$ cat config.mk
export PLATFORM = sky130hd
export DESIGN_NAME = apb_ram_bridge
export DESIGN_NICKNAME = d
export VERILOG_FILES = /design/src/rtl/apb_ram_bridge.sv
export SDC_FILE = /design/constraint.sdc
export NUM_CORES = 1
export LEC_CHECK = 0
export ABC_CLOCK_PERIOD_IN_PS = 4300
export CAP_MARGIN = 5
export CELL_PAD_IN_SITES_DETAIL_PLACEMENT = 0
export CELL_PAD_IN_SITES_GLOBAL_PLACEMENT = 2
export CORE_ASPECT_RATIO = 0.8
export CORE_MARGIN = 2
export CORE_UTILIZATION = 23
export DETAILED_ROUTE_END_ITERATION = 7
export PLACE_DENSITY = 0.93
export SETUP_SLACK_MARGIN = 0.02
export SLEW_MARGIN = 30
export SYNTH_ARGS = -nofsm -noshare
export SYNTH_HDL_FRONTEND = slang
export SYNTH_SLANG_ARGS = --single-unit
$ cat constraint.sdc
create_clock -name clk -period 4.3 [get_ports clk]
set_clock_uncertainty 0.2 [all_clocks]
set_input_delay 0.86 -clock clk [delete_from_list [all_inputs] [get_ports clk]]
set_output_delay 0.86 -clock clk [all_outputs]
set_load 0.05 [all_outputs]
$ cat src/rtl/apb_ram_bridge.sv
// rtl/apb_ram_bridge.sv - APB slave to single-port RAM request/ready bridge
//
// Purpose:
//   Converts APB transfers into single RAM requests. A transfer is latched in
//   the setup phase. It is issued to the RAM until ram_ready is seen. Read
//   data is captured one cycle after acceptance, and pready is returned one
//   cycle later. A RAM that never answers is reported with pslverr after
//   TIMEOUT cycles.
//
// Configuration:
//   APB_RAM_ADDR_CHECK_EN - when defined, a misaligned paddr or a nonzero
//   paddr[ADDR_WIDTH-1:ADDR_WIDTH-2] is a decode error. A decode error is
//   answered with pready/pslverr and the RAM is not accessed.
//
// Ports:
//   clk, rst_n            clock (rising edge), synchronous active-low reset
//   psel, penable, pwrite APB control
//   paddr, pwdata, pstrb  APB address, write data, byte strobes
//   prdata                APB read data (registered)
//   pready, pslverr       APB completion / error (registered)
//   ram_enable, ram_we    RAM request and direction (registered)
//   ram_addr, ram_din     RAM address and write data (registered)
//   ram_strb              RAM byte strobes, zero for reads (registered)
//   ram_ready             RAM accepts the request this cycle
//   ram_dout              RAM read data, valid the cycle after an accepted read

module apb_ram_bridge #(
  parameter int ADDR_WIDTH = 16,
  parameter int DATA_WIDTH = 32,
  parameter int TIMEOUT    = 16
) (
  input  logic                    clk,
  input  logic                    rst_n,
  input  logic                    psel,
  input  logic                    penable,
  input  logic                    pwrite,
  input  logic [ADDR_WIDTH-1:0]   paddr,
  input  logic [DATA_WIDTH-1:0]   pwdata,
  input  logic [DATA_WIDTH/8-1:0] pstrb,
  output logic [DATA_WIDTH-1:0]   prdata,
  output logic                    pready,
  output logic                    pslverr,
  output logic                    ram_enable,
  output logic                    ram_we,
  output logic [ADDR_WIDTH-1:0]   ram_addr,
  output logic [DATA_WIDTH-1:0]   ram_din,
  output logic [DATA_WIDTH/8-1:0] ram_strb,
  input  logic                    ram_ready,
  input  logic [DATA_WIDTH-1:0]   ram_dout
);

  localparam int STRB_WIDTH = DATA_WIDTH / 8;
  localparam int CNT_WIDTH  = (TIMEOUT > 1) ? $clog2(TIMEOUT + 1) : 1;
  localparam logic [CNT_WIDTH-1:0] CNT_LAST = CNT_WIDTH'(TIMEOUT - 1);

  typedef enum logic [2:0] {
    IDLE = 3'd0,
    REQ  = 3'd1,
    CAPT = 3'd2,
    RESP = 3'd3,
    ERR  = 3'd4
  } state_t;

  state_t                  r_state;
  logic [CNT_WIDTH-1:0]    r_cnt;
  logic [DATA_WIDTH-1:0]   r_prdata;
  logic                    r_pready;
  logic                    r_pslverr;
  logic                    r_ram_enable;
  logic                    r_ram_we;
  logic [ADDR_WIDTH-1:0]   r_ram_addr;
  logic [DATA_WIDTH-1:0]   r_ram_din;
  logic [STRB_WIDTH-1:0]   r_ram_strb;

  logic                    w_setup;
  logic                    w_dec_err;

  // Only a genuine setup phase starts a transfer; psel with penable already
  // high while idle is a stray access phase and is ignored.
  assign w_setup = psel && !penable;

`ifdef APB_RAM_ADDR_CHECK_EN
  assign w_dec_err = (paddr[1:0] != 2'b00) ||
                     (paddr[ADDR_WIDTH-1:ADDR_WIDTH-2] != 2'b00);
`else
  assign w_dec_err = 1'b0;
`endif

  always_ff @(posedge clk) begin
    if (!rst_n) begin
      r_state      <= IDLE;
      r_cnt        <= '0;
      r_prdata     <= '0;
      r_pready     <= 1'b0;
      r_pslverr    <= 1'b0;
      r_ram_enable <= 1'b0;
      r_ram_we     <= 1'b0;
      r_ram_addr   <= '0;
      r_ram_din    <= '0;
      r_ram_strb   <= '0;
    end else begin
      case (r_state)
        IDLE: begin
          r_pready  <= 1'b0;
          r_pslverr <= 1'b0;
          if (w_setup) begin
            r_ram_we   <= pwrite;
            r_ram_addr <= paddr;
            r_ram_din  <= pwdata;
            r_ram_strb <= pwrite ? pstrb : '0;
            r_cnt      <= '0;
            if (w_dec_err) begin
              r_state   <= ERR;
              r_pready  <= 1'b1;
              r_pslverr <= 1'b1;
            end else begin
              r_state      <= REQ;
              r_ram_enable <= 1'b1;
            end
          end
        end

        REQ: begin
          // An abandoned transfer drops the request. A write the RAM
          // accepted in this same cycle has already taken effect.
          if (!psel) begin
            r_state      <= IDLE;
            r_ram_enable <= 1'b0;
          end else if (ram_ready) begin
            r_state      <= CAPT;
            r_ram_enable <= 1'b0;
          end else if (r_cnt == CNT_LAST) begin
            r_state      <= RESP;
            r_ram_enable <= 1'b0;
            r_pready     <= 1'b1;
            r_pslverr    <= 1'b1;
          end else begin
            r_cnt <= r_cnt + CNT_WIDTH'(1);
          end
        end

        CAPT: begin
          if (!psel) begin
            r_state <= IDLE;
          end else begin
            if (!r_ram_we) begin
              r_prdata <= ram_dout;
            end
            r_state   <= RESP;
            r_pready  <= 1'b1;
            r_pslverr <= 1'b0;
          end
        end

        RESP, ERR: begin
          r_state   <= IDLE;
          r_pready  <= 1'b0;
          r_pslverr <= 1'b0;
        end

        default: begin
          r_state      <= IDLE;
          r_pready     <= 1'b0;
          r_pslverr    <= 1'b0;
          r_ram_enable <= 1'b0;
        end
      endcase
    end
  end

  assign prdata     = r_prdata;
  assign pready     = r_pready;
  assign pslverr    = r_pslverr;
  assign ram_enable = r_ram_enable;
  assign ram_we     = r_ram_we;
  assign ram_addr   = r_ram_addr;
  assign ram_din    = r_ram_din;
  assign ram_strb   = r_ram_strb;

endmodule

==> results.ini, run 1 <==
[global_route]
grt_pass1_wl_mm = 16.8
grt_max_degree = 54
globalRouteMet1Util_pct = 16.1
overflow = 0
busiest_layer = met2
antenna_found_initial = 2
met3_usage_pct = 6.16
grtUsageTotal_pct = 12.9
met2_usage_pct = 19.5
grt_pass1_vias = 3349

[yosys]
yosys_warnings = 0
synth_area_per_cell_um2 = 8.00
synth-edff-count = 0
synthMuxAreaShare_pct = 0.560
synth_compound_area_share_pct = 15.7
synthXorXnorAreaFrac_pct = 0
synth_adder_area_share_pct = 2.45
synthFlopType = dfxtp_1
synth_area_leader_cell = dfxtp_1
async_reset_ff_share_pct = 0
yosys_register_bits = 95
ys_top_cells_by_area = dfxtp_1 (53%), nand2_1 (18%), a21oi_1 (13%)
yosysMostFrequentCell = nand2_1
synth_cells = 447
yosys.area_share.simple_pct = 23.9
synth_top_family_by_area = simple AND/OR/NAND/NOR gates
syn_area_um2 = 3570
synth_fp_nets = 544
yosysUniqueCellTypes = 30
synth_top_area_share_pct = 53.2
synthTopCellsByCount = nand2_1 (174), dfxtp_1 (95), a21oi_1 (93)
ys_seq_area_share_pct = 53.2

[clocking]
ctsHoldBuffers = 0
cts.sinks = 95
postCtsResizedCells = 0
cts_tree = done
post-cts-setup-buffer-count = 0
cts_root_buffer = clkbuf_16
worstSkewPairLatency_ns = 0.34
htree_levels = 3
clockBufferDepth = 2
cts.clk_slew.worst_paths_ns = 0.06
cts_buffers = 9

[setup_path]
crit_slowest_cell = clkdlybuf4s50_1
crit_start = psel
r2r_end = ram_din[5]$_SDFFE_PN0P_
crit_required_ns = 4.37
critical_path_class = in -> reg
crit_path_max_incr_delay_ns = 0.66
cpLargestDelayFamily = buffers and inverters
crit_path_start_kind = primary input
cp_data_arrival_time_ns = 2.89
r2r_setup_slack_ns = 1.86
path_depth = 6
path_buf_inv = 2
rr_worst_depth = 7
cp_max_fo = 32
crit_path_end_kind = flop
crit_chain = clkdlybuf4s50_1 -> nand2b_4 -> nor2_4 -> buf_4 -> nand2_1 -> a21oi_1
timing.rr.start = r_state[1]$_SDFFE_PN0P_

[sta]
finalCritPeriodShare_pct = 65.4
tightestPinTransition_ns = 0.805
max-slew-margin-rel_pct = 46.2
slew_violations = 0
rsz0062_at_grt = false
setup_tns_ns = 0
finalHoldViolations = 0
setup_viol = 0
min_period_ns = 2.81
fmax_ghz = 0.355

[power_and_ir_drop]
p_seq_share_pct = 41.8
clockPowerShare_pct = 35.1
p_int_mw = 1.60
p_sw_mw = 0.674
vdd_ir_drop_max_mv = 0.180
cellLeakagePower_nw = 2.00
pwr-share-comb_pct = 23.1
powerDensity_nw_per_um2 = 392
netSwitchingFraction_pct = 29.6

[placement]
io_buffers = 177
placed_area_um2 = 5520
routabilityCongestion = 0.786
dpl.cell_count = 808
hpwl_mm = 7.61

[detailed_routing]
ant_nets = 0
first_pass_iters = 4
drc_errors = 0
routed_wl_mm = 10.7
vias = 3541
wl_per_cell_um = 12.9
first_iter_violations = 137
viasPerCell = 4.29

[run_status]
status = complete, no violations

[final_layout]
nets = 706
area_growth_pct = 62.8
final_cells = 825
design_area_um2 = 5820
drive_above_1_share_pct = 4.89
utilization_pct = 38.5

[die]
rows = 40
start_util_pct = 23.7
core_um2 = 15100
die_area_um2 = 16600
fp.dieH_um = 116
io_pins = 178
fp.dieW_um = 143

[hold_path]
min_from = r_cnt[4]$_SDFFE_PN0P_
hp-class = reg -> reg
hold_depth = 2
min_to = r_cnt[4]$_SDFFE_PN0P_

[run]
drv.max_cap_violation_count = 0

[logic make-up (layout without fill, tap and decap cells)]
logic type / after synthesis / in the layout
and+or+nand+nor: 204 / 204
AOI/OAI and AO/OA: 105 / 105
DFF: 95 / 95
muxes: 2 / 2
other: 0 / 1
adders and majority gates: 7 / 7
buffers and inverters: 34 / 201
[worst max-delay path by stage]
stage	endpoint	slack (ns)
after global routing	ram_din[22]$_SDFFE_PN0P_	1.32
after floorplan	r_cnt[2]$_SDFFE_PN0P_	2.31
after CTS	ram_addr[14]$_SDFFE_PN0P_	1.49
final	ram_din[5]$_SDFFE_PN0P_	1.49
after global placement	ram_din[2]$_SDFFE_PN0P_	1.19
after detailed placement	ram_addr[14]$_SDFFE_PN0P_	1.12
[cell usage in the layout, fill, tap and decap left out, types with 2 or more instances in the layout]
cell type,netlist,layout
nor2_1,4,3
nor3b_1,2,2
nand2_1,174,174
inv_1,5,4
o21ai_0,6,6
dfxtp_1,95,95
mux2i_1,2,2
nor2b_1,2,2
clkinv_2,0,2
clkdlybuf4s50_1,0,177
nand3b_1,3,3
a21oi_1,93,93
nand3_1,9,9
buf_4,0,2
clkbuf_16,0,9
ha_1,7,7
[routing by layer]
metal	share of wire, %	vias up
li1	-	1785
met1	46	1606
met2	42	133
met3	10	17
met4	1.5	0
met5	0	-
[state kept, by name, summed over array words and instances (netlist names)]
signal      count
ram_we          1
ram_din        32
ram_enable      1
r_state         2
pready          1
prdata         32
ram_addr       16
r_cnt           5
pslverr         1
ram_strb        4
[per-stage QoR]
step / hold slack (ns) / setup slack (ns) / power [mW]
4_1_cts: 0.254 / 1.49 / 2.33
5_1_grt: 0.272 / 1.32 / 2.40
3_5_place_dp: 0.246 / 1.12 / 1.50
6_report: 0.248 / 1.49 / 2.28
3_3_place_gp: 0.239 / 1.19 / 1.49
2_1_floorplan: 0.232 / 2.31 / 1.29
[layout make-up]
| class | count | area [um^2] |
|---|---|---|
| Antenna cell | 1 | 2.50 |
| Clock buffer | 11 | 243 |
| Clock inverter | 5 | 56.3 |
| Fill cell | 1526 | 9300 |
| Inverter | 5 | 18.8 |
| Multi-Input combinational cell | 318 | 1530 |
| Sequential cell | 95 | 1900 |
| Tap cell | 210 | 263 |
| Timing Repair Buffer | 180 | 1810 |
[power by group through the flow]
stage | clock [mW] | combinational [mW] | sequential, mW
floorplan | 0 | 0.171 | 1.12
global placement | 0 | 0.524 | 0.971
detailed placement | 0 | 0.530 | 0.973
CTS | 0.840 | 0.531 | 0.953
global route | 0.880 | 0.564 | 0.959
finish | 0.799 | 0.526 | 0.953
[worst min-delay path: stages, from the launching register on]
cell	delay (ns)
dfxtp_1	0.31
nand2_1	0.05
a21oi_1	0.05
No activity file was read; power rests on OpenSTA's default activity.
==> run 2, diff against run 1 <==
Settings changed: ABC_CLOCK_PERIOD_IN_PS 4300 to 2700, CORE_UTILIZATION 23 to 21, PLACE_DENSITY 0.93 to 0.87.
Clock period 4.3 ns to 2.7 ns, I/O delays scaled along.
==> results.ini, run 2 (same netlist as run 1, synthesis figures left out) <==
[clocking]
cts.sinks = 95  ; unchanged
postCtsResizedCells = 0  ; unchanged
cts_root_buffer = clkbuf_16
ctsHoldBuffers = 0  ; unchanged
cts.clk_slew.worst_paths_ns = 0.06  ; about the same
cts_tree = done
post-cts-setup-buffer-count = 0  ; unchanged
worstSkewPairLatency_ns = 0.34  ; about the same
cts_buffers = 9  ; unchanged
htree_levels = 3  ; unchanged
clockBufferDepth = 2  ; unchanged

[setup_path]
cp_max_fo = 4  ; -88%
crit_start = ram_we$_SDFFE_PN0P_
crit_chain = clkdlybuf4s50_1
cp_data_arrival_time_ns = 1.57  ; -1.32 ns
critical_path_class = reg -> out
crit_path_max_incr_delay_ns = 0.83  ; +0.17 ns
path_buf_inv = 1  ; -1
crit_slowest_cell = clkdlybuf4s50_1
crit_required_ns = 1.96  ; -2.41 ns
crit_path_start_kind = flop
crit_path_end_kind = output port
timing.rr.start = r_cnt[0]$_SDFFE_PN0P_
cpLargestDelayFamily = buffers and inverters

[final_layout]
drive_above_1_share_pct = 5.82  ; +0.93 points
final_common_cell = clkdlybuf4s50_1
nets = 711  ; +0.71%
final_cell_mix = clkdlybuf4s50_1 (177), nand2_1 (174), dfxtp_1 (95), a21oi_1 (93)
diodes = 0  ; -1
design_area_um2 = 5880  ; +1.1%
area_growth_pct = 64.6

[sta]
min_period_ns = 2.31
max-slew-margin-rel_pct = 58.3  ; +12 points
finalHoldViolations = 0  ; unchanged
setup_viol = 0  ; unchanged
setup_tns_ns = 0  ; unchanged
finalCritPeriodShare_pct = 85.7
slew_violations = 0  ; unchanged
rsz0062_at_grt = false
tightestPinTransition_ns = 0.626  ; -0.179 ns
fmax_ghz = 0.432

[power_and_ir_drop]
netSwitchingFraction_pct = 29.2  ; -0.36 points
powerDensity_nw_per_um2 = 638  ; +63%
p_sw_mw = 1.10  ; +63%
vdd_ir_drop_max_mv = 0.267  ; +48%
p_seq_share_pct = 40.4  ; -1.4 points
cellLeakagePower_nw = 2.04  ; +1.8%
p_int_mw = 2.66  ; +66%
pwr-share-comb_pct = 22.5  ; -0.6 points
clockPowerShare_pct = 37.1  ; +2.0 points

[die]
io_pins = 178  ; unchanged
start_util_pct = 21.5  ; -2.1 points
fp.dieW_um = 150  ; +4.5%
rows = 42  ; +5.0%
die_area_um2 = 18100  ; +9.2%
core_um2 = 16600  ; +9.9%
fp.dieH_um = 121  ; +4.5%

[global_route]
grt_max_degree = 54  ; unchanged
antenna_found_initial = 0  ; -2
overflow = 0  ; unchanged
grt_pass1_vias = 3303  ; -1.4%
grt_pass1_wl_mm = 17.0  ; +1.2%
grtUsageTotal_pct = 11.9  ; -0.98 points

[detailed_routing]
wl_per_cell_um = 13.1  ; +1.1%
ant_nets = 0  ; unchanged
viasPerCell = 4.19  ; -2.4%
first_iter_violations = 170  ; +24%
first_pass_iters = 4  ; unchanged
vias = 3515  ; -0.73%
drc_errors = 0  ; unchanged
routed_wl_mm = 11.0  ; +2.8%

[placement]
hpwl_mm = 7.96  ; +4.6%
placed_area_um2 = 5550  ; +0.64%
routabilityCongestion = 0.750  ; -4.6%
io_buffers = 177  ; unchanged

[hold_path]
hp-class = reg -> reg
min_from = ram_din[24]$_SDFFE_PN0P_

[run]
drv.max_cap_violation_count = 0  ; unchanged

[run_status]
status = complete, no violations

run 2: worst paths after layout:
check,to,cells past startpoint,slack (ns)
setup / recovery,ram_we,1,0.39
setup reg to reg,r_cnt[2]$_SDFFE_PN0P_,7,0.51
hold reg to reg,ram_din[24]$_SDFFE_PN0P_,2,0.25
hold / removal,ram_din[24]$_SDFFE_PN0P_,2,0.25
run 2: worst min-delay path, stage by stage (launching register included):
cell	delay (ns)
dfxtp_1	0.31
nand2_1	0.05
a21oi_1	0.05
run 2: cell type report:
class / count / area, um^2
Timing Repair Buffer: 185 / 1830
Multi-Input combinational cell: 318 / 1530
Clock buffer: 10 / 239
Inverter: 5 / 18.8
Fill cell: 1712 / 10700
Sequential cell: 95 / 1900
Clock inverter: 6 / 91.3
Tap cell: 220 / 275
run 2: power by group through the flow:
stage	logic, mW	clock network [mW]	registers (mW)
after global routing	0.904	1.52	1.53
after detailed placement	0.852	0	1.55
after floorplan	0.273	0	1.78
after CTS	0.855	1.45	1.52
final	0.845	1.39	1.52
after global placement	0.845	0	1.55
run 2: metrics by stage:
| stage | setup slack [ns] | power [mW] | utilization, % | hold WS (ns) | std cells |
|---|---|---|---|---|---|
| 2_1_floorplan | 0.716 | 2.06 | - | 0.232 | 447 |
| 3_3_place_gp | 0.279 | 2.39 | 33.4 | 0.239 | 823 |
| 3_5_place_dp | 0.228 | 2.40 | 33.4 | 0.246 | 823 |
| 4_1_cts | 0.348 | 3.82 | 35.4 | 0.256 | 839 |
| 5_1_grt | 0.314 | 3.95 | 35.4 | 0.267 | 839 |
| 6_report | 0.387 | 3.75 | 35.4 | 0.253 | 839 |
run 2: metal layers:
metal	part of all wire [%]	GRT usage, %	vias up
met5	0	0	-
met4	1.6	4.30	0
met3	7.4	3.62	15
met2	45	18.4	118
met1	46	15.7	1596
li1	-	-	1786
==> run 3, diff against run 2 <==
Settings changed: RECOVER_POWER set to 50, SLEW_MARGIN 30 to 20.
==> results.ini, run 3 (same netlist as run 1, synthesis figures left out) <==
[run_status]
status = complete, no violations

[setup_path]
crit_chain = ha_1 -> and3_1 -> ha_1 -> nand3b_1 -> a221oi_1 -> nand3b_1 -> a21oi_1
timing.rr.start = r_cnt[0]$_SDFFE_PN0P_
cp_max_fo = 5  ; +1
critical_path_class = reg -> reg
crit_start = r_cnt[0]$_SDFFE_PN0P_
crit_slowest_cell = a221oi_1
cp_data_arrival_time_ns = 2.43  ; +0.86 ns
cpLargestDelayFamily = compound AO/OA/AOI/OAI gates
path_buf_inv = 0  ; -1
r2r_setup_slack_ns = 0.34  ; -0.17 ns
crit_path_max_incr_delay_ns = 0.60  ; -0.23 ns
cp-endpoint = r_cnt[4]$_SDFFE_PN0P_
crit_required_ns = 2.76  ; +0.80 ns
rr_worst_depth = 7  ; unchanged
path_depth = 7  ; +6
crit_path_start_kind = flop
r2r_end = r_cnt[4]$_SDFFE_PN0P_
crit_path_end_kind = flop

[clocking]
postCtsResizedCells = 0  ; unchanged
post-cts-setup-buffer-count = 0  ; unchanged
cts.clk_slew.worst_paths_ns = 0.06  ; about the same
worstSkewPairLatency_ns = 0.34  ; about the same
clockBufferDepth = 2  ; unchanged
ctsHoldBuffers = 0  ; unchanged
cts_root_buffer = clkbuf_16
cts.sinks = 95  ; unchanged
cts_buffers = 9  ; unchanged
cts_tree = done
htree_levels = 3  ; unchanged

[global_route]
overflow = 0  ; unchanged
grt_max_degree = 54  ; unchanged
grtUsageTotal_pct = 11.9  ; unchanged
grt_pass1_vias = 3303  ; unchanged
antenna_found_initial = 0  ; unchanged
grt_pass1_wl_mm = 17.0  ; unchanged

[detailed_routing]
drc_errors = 0  ; unchanged
wl_per_cell_um = 13.1  ; about the same
first_pass_iters = 4  ; unchanged
vias = 3504  ; -0.31%
drt-met1-wl_mm = 5.06  ; +0.20%
viasPerCell = 4.18  ; -0.31%
routed_wl_mm = 11.0  ; about the same
ant_nets = 0  ; unchanged
wl_met3_um = 816  ; +0.87%
top_layer = met4
routed-wl-met2_mm = 4.94  ; about the same
first_iter_violations = 172  ; +1.2%

[die]
rows = 42  ; unchanged
core_um2 = 16600  ; unchanged
start_util_pct = 21.5  ; unchanged
fp.dieH_um = 121  ; unchanged
fp.dieW_um = 150  ; unchanged
io_pins = 178  ; unchanged
die_area_um2 = 18100  ; unchanged

[final_layout]
final_cell_mix = clkdlybuf4s50_1 (175), nand2_1 (174), dfxtp_1 (95), a21oi_1 (93)
multi_input_area_um2 = 1520  ; -0.41%
seq_area_um2 = 1900  ; unchanged
nets = 711  ; unchanged
area_growth_pct = 64.3
final_common_cell = clkdlybuf4s50_1
utilization_pct = 35.4  ; -0.053 points
final_cells = 839  ; unchanged
fillCellCount = 1714  ; +0.12%
drive_above_1_share_pct = 5.65  ; -0.16 points
diodes = 0  ; unchanged

[placement]
routabilityCongestion = 0.750  ; unchanged
io_buffers = 177  ; unchanged
hpwl_mm = 7.96  ; unchanged
dpl.cell_count = 823  ; unchanged

[sta]
max-slew-margin-rel_pct = 56.6  ; -1.7 points
finalCritPeriodShare_pct = 87.5  ; +1.8 points
slew_violations = 0  ; unchanged
tightestPinTransition_ns = 0.651  ; +0.0254 ns
fmax_ghz = 0.423  ; -2.1%
rsz0062_at_grt = false
min_period_ns = 2.36  ; +0.0489 ns
setup_tns_ns = 0  ; unchanged
finalHoldViolations = 0  ; unchanged
setup_viol = 0  ; unchanged

[power_and_ir_drop]
powerDensity_nw_per_um2 = 638  ; about the same
cellLeakagePower_nw = 2.04  ; +0.14%
p_total_mw = 3.75  ; -0.18%
vdd_ir_drop_max_mv = 0.266  ; -0.43%

[run]
drv.max_cap_violation_count = 0  ; unchanged

[hold_path]
hp-class = reg -> reg

run 3: cell count changes in the layout (fill, tap and decap cells not counted):
cell / delta
clkbuf_2: +1
dlygate4sd3_1: +2
clkdlybuf4s50_1: -2
a221oi_2: -1
a221oi_1: +1
buf_4: -1
run 3: layout make-up:
class,instances,share of cell area (%)
clock buffer,10,4.07
clock inverter,6,1.55
inverter,5,0.319
multi-input combinational,318,25.9
sequential,95,32.4
tap,220,4.69
timing repair buffer,185,31.1
run 3: per-stage QoR:
step                setup WS, ns  hold slack, ns  instance area, um^2
floorplan                  0.716           0.232                 3570
global placement           0.279           0.239                 5550
detailed placement         0.228           0.246                 5550
CTS                        0.348           0.256                 5880
global route               0.184           0.267                 5870
finish                     0.339           0.251                 5870
run 3: power breakdown:
group	switching, mW	internal (mW)	leakage [nW]	total, mW
registers	0.0413	1.48	0.771	1.52
clock network	0.549	0.842	0.163	1.39
logic	0.504	0.336	1.11	0.839
total	1.09	2.65	2.04	3.75
run 3: tightest hold or removal path, cell delays in order, from the launching register on:
cell and delay, ns:
dfxtp_1 0.30, nand2_1 0.05, a21oi_1 0.05
run 3: routing by layer:
metal  vias up  global-route usage [%]
li1       1786                       -
met1      1587                    15.7
met2       118                    18.4
met3        13                    3.62
met4         0                    4.30
met5         -                       0
run 3: worst min-delay path by stage:
| stage | slack, ns | endpoint | cells past startpoint | startpoint |
|---|---|---|---|---|
| floorplan | 0.23 | r_cnt[4]$_SDFFE_PN0P_ | 2 | r_cnt[4]$_SDFFE_PN0P_ |
| global placement | 0.24 | ram_strb[3]$_SDFFE_PN0P_ | 2 | ram_strb[3]$_SDFFE_PN0P_ |
| detailed placement | 0.25 | ram_addr[2]$_SDFFE_PN0P_ | 2 | ram_addr[2]$_SDFFE_PN0P_ |
| CTS | 0.26 | ram_addr[2]$_SDFFE_PN0P_ | 2 | ram_addr[2]$_SDFFE_PN0P_ |
| global route | 0.27 | prdata[13]$_SDFFE_PN0P_ | 2 | prdata[13]$_SDFFE_PN0P_ |
| finish | 0.25 | ram_addr[5]$_SDFFE_PN0P_ | 2 | ram_addr[5]$_SDFFE_PN0P_ |
